[src/rtl/multicycle_ctrl.sv]
// Multicycle controller for a small ARMv8-style subset: FETCH/DECODE/EXEC/MEM/WB sequencing
// with a sticky ERROR state for undefined opcodes. Outputs decode from state plus registered instruction class.
module multicycle_ctrl #(
  parameter int unsigned MUL_CYCLES = 4
) (
  input  logic        clk,
  input  logic        reset,
  input  logic [10:0] opcode,
  input  logic        imem_ack,
  input  logic        dmem_ack,
  input  logic        zero,
  input  logic        flag_n,
  input  logic        flag_v,
  output logic        imem_req,
  output logic        dmem_req,
  output logic        ir_write,
  output logic        pc_write,
  output logic        reg_write,
  output logic        mem_read,
  output logic        mem_write,
  output logic        mem_to_reg,
  output logic        alu_src,
  output logic        reg2loc,
  output logic        shift_dir,
  output logic        flag_en,
  output logic [1:0]  pc_src,
  output logic [2:0]  alu_op,
  output logic        illegal
);

  localparam int unsigned OPC_W = 11;
  localparam int unsigned CNT_W = 4;

  localparam logic [2:0] ALU_PASS  = 3'b000;
  localparam logic [2:0] ALU_SHIFT = 3'b001;
  localparam logic [2:0] ALU_ADD   = 3'b010;
  localparam logic [2:0] ALU_SUB   = 3'b011;
  localparam logic [2:0] ALU_MUL   = 3'b111;

  localparam logic [1:0] PC_SEQ    = 2'b00;
  localparam logic [1:0] PC_COND   = 2'b01;
  localparam logic [1:0] PC_UNCOND = 2'b10;

  typedef enum logic [2:0] {
    S_FETCH, S_DECODE, S_EXEC, S_MEM, S_WB, S_ERROR
  } state_e;

  typedef enum logic [3:0] {
    I_NONE, I_ADDI, I_ADDS, I_SUBS, I_LSL, I_LSR, I_MUL,
    I_LDUR, I_STUR, I_B, I_BLT, I_CBZ
  } instr_e;

  state_e             state_q, state_d;
  instr_e             instr_q, instr_d;
  logic [CNT_W-1:0]   cnt_q, cnt_d;
  logic               exec_last;
  logic               br_taken;

  // Opcode to instruction class; I_NONE marks an undefined opcode
  function automatic instr_e decode_op(input logic [OPC_W-1:0] op);
    instr_e r;
    r = I_NONE;
    casez (op)
      11'b1001000100?: r = I_ADDI;
      11'b10101011000: r = I_ADDS;
      11'b11101011000: r = I_SUBS;
      11'b11010011011: r = I_LSL;
      11'b11010011010: r = I_LSR;
      11'b10011011000: r = I_MUL;
      11'b11111000010: r = I_LDUR;
      11'b11111000000: r = I_STUR;
      11'b000101?????: r = I_B;
      11'b01010100???: r = I_BLT;
      11'b10110100???: r = I_CBZ;
      default:         r = I_NONE;
    endcase
    return r;
  endfunction

  always_ff @(posedge clk) begin
    if (reset) begin
      state_q <= S_FETCH;
      instr_q <= I_NONE;
      cnt_q   <= '0;
    end else begin
      state_q <= state_d;
      instr_q <= instr_d;
      cnt_q   <= cnt_d;
    end
  end

  // Only MUL stretches EXEC; every other class finishes EXEC in one cycle
  assign exec_last = (instr_q != I_MUL) || (cnt_q == CNT_W'(MUL_CYCLES - 1));

  always_comb begin
    state_d    = state_q;
    instr_d    = instr_q;
    cnt_d      = cnt_q;
    br_taken   = 1'b0;
    imem_req   = 1'b0;
    dmem_req   = 1'b0;
    ir_write   = 1'b0;
    pc_write   = 1'b0;
    reg_write  = 1'b0;
    mem_read   = 1'b0;
    mem_write  = 1'b0;
    mem_to_reg = 1'b0;
    alu_src    = 1'b0;
    reg2loc    = 1'b0;
    shift_dir  = 1'b0;
    flag_en    = 1'b0;
    pc_src     = PC_SEQ;
    alu_op     = ALU_PASS;
    illegal    = 1'b0;

    case (state_q)
      S_FETCH: begin
        imem_req = 1'b1;
        if (imem_ack) begin
          ir_write = 1'b1;
          pc_write = 1'b1;
          pc_src   = PC_SEQ;
          state_d  = S_DECODE;
        end
      end

      S_DECODE: begin
        instr_d = decode_op(opcode);
        cnt_d   = '0;
        state_d = (decode_op(opcode) == I_NONE) ? S_ERROR : S_EXEC;
      end

      S_EXEC: begin
        cnt_d = cnt_q + CNT_W'(1);
        case (instr_q)
          I_ADDI: begin alu_op = ALU_ADD; alu_src = 1'b1; end
          I_ADDS: begin alu_op = ALU_ADD; flag_en = exec_last; end
          I_SUBS: begin alu_op = ALU_SUB; flag_en = exec_last; end
          I_LSL:  begin alu_op = ALU_SHIFT; alu_src = 1'b1; end
          I_LSR:  begin alu_op = ALU_SHIFT; alu_src = 1'b1; shift_dir = 1'b1; end
          I_MUL:  alu_op = ALU_MUL;
          I_LDUR: begin alu_op = ALU_ADD; alu_src = 1'b1; end
          I_STUR: begin alu_op = ALU_ADD; alu_src = 1'b1; reg2loc = 1'b1; end
          I_CBZ: begin
            alu_op   = ALU_PASS;
            reg2loc  = 1'b1;
            br_taken = zero;
            pc_write = br_taken;
            pc_src   = br_taken ? PC_COND : PC_SEQ;
          end
          I_BLT: begin
            br_taken = flag_n ^ flag_v;
            pc_write = br_taken;
            pc_src   = br_taken ? PC_COND : PC_SEQ;
          end
          I_B: begin
            pc_write = 1'b1;
            pc_src   = PC_UNCOND;
          end
          default: ;
        endcase
        if (exec_last) begin
          case (instr_q)
            I_LDUR, I_STUR:  state_d = S_MEM;
            I_B, I_BLT, I_CBZ: state_d = S_FETCH;
            default:         state_d = S_WB;
          endcase
        end
      end

      S_MEM: begin
        dmem_req  = 1'b1;
        mem_read  = (instr_q == I_LDUR);
        mem_write = (instr_q == I_STUR);
        if (dmem_ack) begin
          state_d = (instr_q == I_LDUR) ? S_WB : S_FETCH;
        end
      end

      S_WB: begin
        reg_write  = 1'b1;
        mem_to_reg = (instr_q == I_LDUR);
        state_d    = S_FETCH;
      end

      S_ERROR: illegal = 1'b1;

      default: state_d = S_FETCH;
    endcase

    // Reset wins over everything: all strobes low while it is held
    if (reset) begin
      imem_req   = 1'b0;
      dmem_req   = 1'b0;
      ir_write   = 1'b0;
      pc_write   = 1'b0;
      reg_write  = 1'b0;
      mem_read   = 1'b0;
      mem_write  = 1'b0;
      mem_to_reg = 1'b0;
      alu_src    = 1'b0;
      reg2loc    = 1'b0;
      shift_dir  = 1'b0;
      flag_en    = 1'b0;
      pc_src     = PC_SEQ;
      alu_op     = ALU_PASS;
      illegal    = 1'b0;
    end
  end

endmodule

[config.mk]
export PLATFORM = sky130hd
export DESIGN_NAME = multicycle_ctrl
export DESIGN_NICKNAME = d
export VERILOG_FILES = /design/src/rtl/multicycle_ctrl.sv
export SDC_FILE = /design/constraint.sdc
export NUM_CORES = 1
export LEC_CHECK = 0
export CORE_MARGIN = 8
export CORE_UTILIZATION = 28
export DETAILED_ROUTE_END_ITERATION = 10
export PLACE_DENSITY = 0.49
export SYNTH_ARGS = -nofsm -noshare
export SYNTH_HDL_FRONTEND = slang
export SYNTH_SLANG_ARGS = --single-unit
[constraint.sdc]
create_clock -name clk -period 2 [get_ports clk]
set_input_delay 0.3 -clock clk [delete_from_list [all_inputs] [get_ports clk]]
set_output_delay 0.3 -clock clk [all_outputs]
set_load 0.1 [all_outputs]
# Yosys cells after proc, flatten, opt, wreduce, memory -nomap -nowiden
# Cells that the tools add are included.
op_classes:
  n_addsub: 1
  n_eq_ne: 32
  n_mux: 50
  n_bitwise: 2
  n_reduce_logical: 12
ops:
  columns: ["op", "count"]
  rows:
  - ["$eq 11x11->1 const B", 7]
  - ["$pmux 4 s11", 1]
  - ["$mux 1", 32]
  - ["$mux 3", 7]
  - ["$eq 4x3->1 const B", 4]
  - ["$eq 4x4->1 const B", 4]
  - ["$pmux 3 s5", 1]
  - ["$eq 4x2->1 const B", 3]
  - ["$pmux 3 s4", 1]
  - ["$eq 10x10->1 const B", 1]
  - ["$eq 8x7->1 const B", 1]
  - ["$eq 8x8->1 const B", 1]
  - ["$pmux 4 s2", 1]
  - ["$reduce_or 2->1", 4]
  - ["$eq 3x2->1 const B", 2]
  - ["$eq 3x3->1 const B", 2]
  - ["$eq 6x3->1 const B", 1]
  - ["$ne 2x2->1 const B", 3]
  - ["$pmux 2 s3", 1]
  - ["$pmux 3 s2", 1]
  - ["$reduce_or 5->1", 1]
  - ["$add 4x1->4 const B", 1]
  - ["$eq 4x1->1 const B", 1]
  - ["$logic_not 4->1", 1]
  - ["14 further kinds", 15]
word_totals:
  register_bits: 11
  in_bits: 18
  output_inout_bits: 18
  word_cells: 100

# Logic depth before layout (Yosys ltp)
# Gate-level depths: netlist (run 1).
logic_depth:
  ltp_word: 6
  depth_mapped: 6

# Worst setup path before layout (run 1)
# Ideal clock, no wire load.
synth_timing:
  path_kind: "reg2out"
  from: "register state_q[0]"
  to: "output pc_write"
  arrival_time_ps: 5320
  required_time_ps: 1700
  setup_slack_ps: -3620
  stages_incl_launch_ff: 5
  cell_sequence: "dfxtp_1 -> buf_1 -> nor4_1 -> and2_1 -> a41o_1"
synth_via:
  elab_chain_len: 3
  elab_cells_between_ends: 4
synth_rtl:
  columns: ["element", "line_no", "source"]
  rows:
  - ["start, declared", "53", "state_e state_q, state_d;"]
  - ["start signal, assigned", "86", "state_q <= state_d;"]
  - ["$eq 3x2->1 / $logic_not 3->1 (equally long branches)", "116", "case (state_q)"]
  - ["$pmux 1 s2 (*)", "116", null]
  - ["$mux 1 (*)", "192", "if (reset) begin"]
  - ["end, declared", "17", "output logic pc_write,"]
# Every way passes the cells marked *; elsewhere a longest branch is shown, timed or not.

# Worst setup path in the final report (run 1)
layout_timing:
  from: "input opcode[7]"
  to: "register state_q[1]"
layout_via:
  elab_chain_len: 6
  elab_cells_between_ends: 16
layout_rtl:
  columns: ["element", "line_no", "source"]
  rows:
  - ["start, declared", "8", "input logic [10:0] opcode,"]
  - ["$eq 11x11->1 (tied with other cells)", "63", "casez (op)"]
  - ["$pmux 4 s11 (*)", "63", null]
  - ["$mux 4 (*)", "116", null]
  - ["$logic_not 4->1 (*)", "130", "state_d = (decode_op(opcode) == I_NONE) ? S_ERROR : S_EXEC;"]
  - ["$mux 3 (*)", "130", null]
  - ["$pmux 3 s5 (*)", "116", null]
# Every way passes the cells marked *; elsewhere a longest branch is shown, timed or not. The select of a mux whose other input is x is not followed.
# A chain may end at the register's enable or synchronous reset.

==> results of run 1 <==
-- power breakdown --
part           switching (mW)  internal (mW)
Sequential             0.0702          0.272
Combinational           0.587          0.461
Clock                  0.0805          0.137
-- cell usage in the layout (no fill, tap or decap), types with 4 or more instances in the layout --
| master | synthesis | layout |
|---|---|---|
| a211oi_1 | 4 | 4 |
| clkdlybuf4s50_1 | 0 | 17 |
| dfxtp_1 | 11 | 7 |
| buf_4 | 1 | 35 |
| inv_1 | 5 | 5 |
| nor3_1 | 10 | 6 |
| nand2_1 | 9 | 6 |
| nor2_1 | 25 | 18 |
| nand3_1 | 4 | 4 |
| nor2_2 | 0 | 4 |
| a21oi_1 | 9 | 6 |
| buf_12 | 0 | 18 |
| nor3_4 | 0 | 4 |
-- worst min path at each step --
stage / start / slack [ps] / end
CTS: cnt_q[3] / 480 / cnt_q[3]
finish: cnt_q[3] / 480 / cnt_q[3]
floorplan: cnt_q[3] / 440 / cnt_q[3]
global placement: cnt_q[3] / 460 / cnt_q[3]
global route: cnt_q[3] / 520 / cnt_q[3]
detailed placement: cnt_q[3] / 470 / cnt_q[3]
-- Yosys cell counts (all sizes together), types with 3 or more instances --
library cell  instances  area (um^2)
a211oi                4        30.03
a21oi                 9        45.04
and2                  3        18.77
buf                   5        32.53
clkbuf                4        15.01
dfxtp                11        220.2
inv                   5        18.77
nand2                 9        33.78
nand3                 4        20.02
nand4b                3        26.28
nor2                 25        93.84
nor3                 10        50.05
nor3b                 4        46.29
nor4b                 3        26.28
o21ai                 4        20.01
o21bai                3        22.52
or3                   3        18.77
-- sequential cells by signal, indices dropped and copies added, names as in the netlist --
name / cells
cnt_q: 4
instr_q: 4
state_q: 3
-- critical path, stage by stage --
cell,delay (ps)
clkdlybuf4s50_1,410
nor3b_1,170
and4_4,200
o21a_1,210
or4b_4,520
o221a_2,260
-- per-stage QoR --
step                      area (um^2)  total power, mW  setup TNS (ps)  hold WS, ps
after floorplan                  1256            1.040           -3342        441.0
after global placement           2076            1.356          -605.5        460.8
after detailed placement         2076            1.366           -1310        474.9
after CTS                        2138            1.595               0        483.8
after global routing             2167            1.700          -9.106        522.9
final                            2167            1.608               0        482.5
-- cell families after synthesis --
kind of cell | share of synthesized area
flip-flops | 0.2009
AND/OR/NAND/NOR | 0.4395
adder cells (fa/ha/maj) | 0.02055
XOR/XNOR | 0.01598
AO/OA/AOI/OAI | 0.2534
multiplexers | 0.009133
buffers and inverters | 0.06050
-- final cells by class --
cell class              count  area share
well taps                  48     0.02771
multi-input cells         126      0.4555
clock inverters             1    0.002309
repair buffers             73      0.3816
flip-flops and latches     11      0.1051
clock buffers               3     0.01905
inverters                   5    0.008661
-- routing by layer --
layer | GRT usage | up-vias | share of wire
met4 | 0.02778 | 0 | 0.011
met1 | 0.1314 | 635 | 0.44
li1 | - | 714 | -
met5 | 0 | - | 0
met3 | 0.02506 | 4 | 0.040
met2 | 0.2262 | 51 | 0.51
-- repair_timing --
action	4_1_cts	5_1_grt
gates resized for setup	5	10
pin swaps	1	3
setup endpoints to repair	8	9
==> reports/metrics.cfg, run 1 <==
[run_status]
outcome = complete, no violations

[final_layout]
utilization = 0.5832
stdcell_count = 267
fill_cells = 344
n_antenna_cell = 0
regArea_um2 = 227.7
fin_nets = 239
multi_input_area_um2 = 987.2
syn_to_final_growth_pct = 97.72
drive_gt1_frac = 0.4429

[clocking]
clkTransAtPathRegs_ps = 50
cts_sinks = 11
cts-root-buf = clkbuf_8
clock_latency_ps = 230
numCtsBuffers = 3
hold_buffers = 0
cts_tree = built
clockBufferDepth = 2
h-tree-depth = 1
cts_setup_buffers = 0

[power]
p_leak_nw = 0.8167
power_density_nw_per_um2 = 741.8
vdd.ir_drop.worst_mv = 0.3472

[floorplan]
die-width_um = 78.57
initial_core_util = 0.2949
io_pins = 36
core_area_um2 = 3716
dieArea_um2 = 6172
rows = 22
dieHeight_um = 78.57

[critical_path]
crit_start = opcode[7]
crit_fanout = 3
reg2reg_depth = 5
r2r_setup_slack_ps = 180
worst-setup-path-type = input pin to register
cp.arrival_ps = 2070
required_ps = 2120
r2r-start = instr_q[2]
cp-start-kind = input pin
reg2reg_to = state_q[1]
worstSetupEndpoint = state_q[1]
cp-end-kind = register

[global_route]
grt_pass1_wl_um = 6237
antenna_found_initial = 0
grt_max_degree = 13
overflow = 0
grt_pass1_vias = 1382
grt_usage = 0.1195

[timing]
finalWorstSetupSlack_ps = 46.64
drv_slew = 0
timing.fmax_ghz = 0.5119
finClkSkew_ps = 1.752
finalSetupViolCount = 0
fin_crit_sh = 0.9767
post-route-min-period_ps = 1953
tightest_slew_ps = 435.4
finalHoldViolations = 0
slew_headroom = 0.7059

[route]
wire_per_inst_um = 14.25
drc = 0
drt_iter0_drc = 43
num_vias = 1404
viasPerCell = 5.258
firstDrtPassIters = 6
wirelength_um = 3806
ant_nets = 0

[min_path]
holdCritPathClass = register to register
hold_depth = 1

[synthesis]
synth_edf_count = 0
yosys_warnings = 0
syn_avg_cell_area_um2 = 7.259
synthesis.area_um2 = 1096
synth_seq_cells = 11
seq_area_frac_synth = 0.2009
synthFlopType = dfxtp_1
syn_inst = 151
synth_fp_nets = 170
synth_async_sr_flop_share = 0
synth_cell_types = 57

[run]
max-cap-violations = 0

[place]
portBuffers = 35
dp_slack_ps = -284.9
place_hpwl_um = 3251
dpl.cell_count = 263
routabilityCongestion = 0.8350

No activity file was read; power rests on OpenSTA's default activity.
==> run 2, diff against run 1 <==
--- a/config.mk
+++ b/config.mk
@@ -5,6 +5,7 @@
 export SDC_FILE = /design/constraint.sdc
 export NUM_CORES = 1
 export LEC_CHECK = 0
+export CORE_ASPECT_RATIO = 0.8
 export CORE_MARGIN = 8
 export CORE_UTILIZATION = 28
 export DETAILED_ROUTE_END_ITERATION = 10
==> reports/metrics.cfg, run 2 (synthesis results as in run 1) <==
[final_layout]
reg.largest.list = cnt_q: 4 flops, instr_q: 4 flops, state_q: 3 flops
postLayoutCellArea_um2 = 2248  ; +3.8%
drive_gt1_frac = 0.4605  ; +0.01760
stdcell_count = 283  ; +6.0%
utilization = 0.5950  ; +0.01187
n_antenna_cell = 0  ; unchanged
fin_nets = 248  ; +3.8%
final_common_cell = buf_4
layout_common_cells = 46 x buf_4, 19 x buf_12, 18 x nor2_1
fill_cells = 328  ; -4.7%
syn_to_final_growth_pct = 105.1

[critical_path]
worstSetupEndpoint = reg2loc
reg2reg_to = state_q[0]
crit_start = state_q[0]
worst-setup-path-type = register to output pin
r2r_setup_slack_ps = 210  ; +30 ps
cp-end-kind = output pin
required_ps = 1700  ; -420 ps
crit_fanout = 4  ; +1
reg2reg_depth = 6  ; +1
cp-start-kind = register
r2r-start = state_q[2]
cp.arrival_ps = 1670  ; -400 ps

[power]
vdd.ir_drop.worst_mv = 0.2693  ; -22%
totalPowerFinal_mw = 1.672  ; +4.0%
power_density_nw_per_um2 = 743.7  ; +0.25%
p_leak_nw = 0.8675  ; +6.2%

[global_route]
grt_pass1_wl_um = 6492  ; +4.1%
overflow = 0  ; unchanged
grt_usage = 0.1265  ; +0.007024
grt_max_degree = 11  ; -2
grt_pass1_vias = 1385  ; +0.22%
antenna_found_initial = 0  ; unchanged

[timing]
drv_slew = 0  ; unchanged
finClkSkew_ps = 4.062  ; +2.311 ps
fin_setup_tns_ps = 0  ; unchanged
slew_headroom = 0.6865  ; -0.01943
fin_crit_sh = 0.9828  ; +0.006115
tightest_slew_ps = 464.2  ; +28.77 ps
finalHoldViolations = 0  ; unchanged
timing.fmax_ghz = 0.5088  ; -0.62%
finalSetupViolCount = 0  ; unchanged
post-route-min-period_ps = 1966  ; +12.23 ps

[place]
place_area_um2 = 2115  ; +1.9%
routabilityCongestion = 0.7971  ; -4.5%
portBuffers = 35  ; unchanged
dpl.cell_count = 274  ; +4.2%
place_hpwl_um = 3153  ; -3.0%

[floorplan]
dieArea_um2 = 6185  ; +0.20%
dieHeight_um = 71.96  ; -8.4%
rows = 20  ; -9.1%
io_pins = 36  ; unchanged
core_area_um2 = 3779  ; +1.7%
initial_core_util = 0.2901  ; -0.004883
die-width_um = 85.95  ; +9.4%

[clocking]
cts_tree = built
clockBufferDepth = 2  ; unchanged
cts_sinks = 11  ; unchanged
numCtsBuffers = 3  ; unchanged
h-tree-depth = 1  ; unchanged
clkTransAtPathRegs_ps = 50  ; about the same
clock_latency_ps = 230  ; about the same
cts-root-buf = clkbuf_8

[route]
viasPerCell = 5.042  ; -4.1%
num_vias = 1427  ; +1.6%
firstDrtPassIters = 4  ; -2
drc = 0  ; unchanged
ant_nets = 0  ; unchanged
wirelength_um = 3809  ; about the same
drt_iter0_drc = 59  ; +37%
wire_per_inst_um = 13.46  ; -5.6%

[run]
max-cap-violations = 0  ; unchanged

[min_path]
holdCritPathClass = register to register

[run_status]
outcome = complete, no violations

run 2: where the power goes:
part           switching, mW  internal (mW)  total, mW
clock network         0.0780          0.140      0.218
registers             0.0692          0.280      0.349
logic                  0.610          0.496       1.11
total                  0.757          0.915       1.67
run 2: worst max-delay path, stage by stage (launching register included):
cell and delay (ps):
dfxtp_4 360, nor3b_4 250, nand2_2 120, nor2_2 140, nand2_2 100, buf_4 150, a21oi_4 120, buf_12 180
run 2: area by class of cell:
cell class | count | area, um^2 | area share
flip-flops and latches | 11 | 229.0 | 0.1018
inverters | 5 | 18.77 | 0.008347
repair buffers | 82 | 898.4 | 0.3996
clock buffers | 4 | 45.04 | 0.02003
well taps | 55 | 68.82 | 0.03061
multi-input cells | 126 | 988.4 | 0.4396
run 2: what timing repair did:
action	4_1_cts	5_1_grt
gates resized for setup	3	13
pin swaps	0	6
setup endpoints to repair	2	13
setup buffers	0	5
hold buffers	0	0
run 2: worst min-delay path by stage:
stage                     endpoint      from  cells past startpoint  slack [ps]
after global placement    cnt_q[3]  cnt_q[3]                      1         470
after global routing      cnt_q[3]  cnt_q[3]                      1         490
after detailed placement  cnt_q[3]  cnt_q[3]                      1         470
after CTS                 cnt_q[3]  cnt_q[3]                      1         480
after floorplan           cnt_q[3]  cnt_q[3]                      1         440
final                     cnt_q[3]  cnt_q[3]                      1         480
run 2: per-stage QoR:
step | setup slack [ps] | hold WS, ps
3_5_place_dp | -222.2 | 472.0
2_1_floorplan | -696.1 | 441.0
6_report | 34.41 | 476.7
5_1_grt | -36.52 | 490.8
4_1_cts | 2.930 | 478.9
3_3_place_gp | -163.0 | 465.7
run 2: layer usage:
metal / track usage / share of wire / vias to the layer above
li1: - / - / 730
met1: 0.1588 / 0.46 / 653
met2: 0.2080 / 0.48 / 40
met3: 0.02483 / 0.046 / 4
met4: 0.04845 / 0.012 / 0
met5: 0 / 0 / -
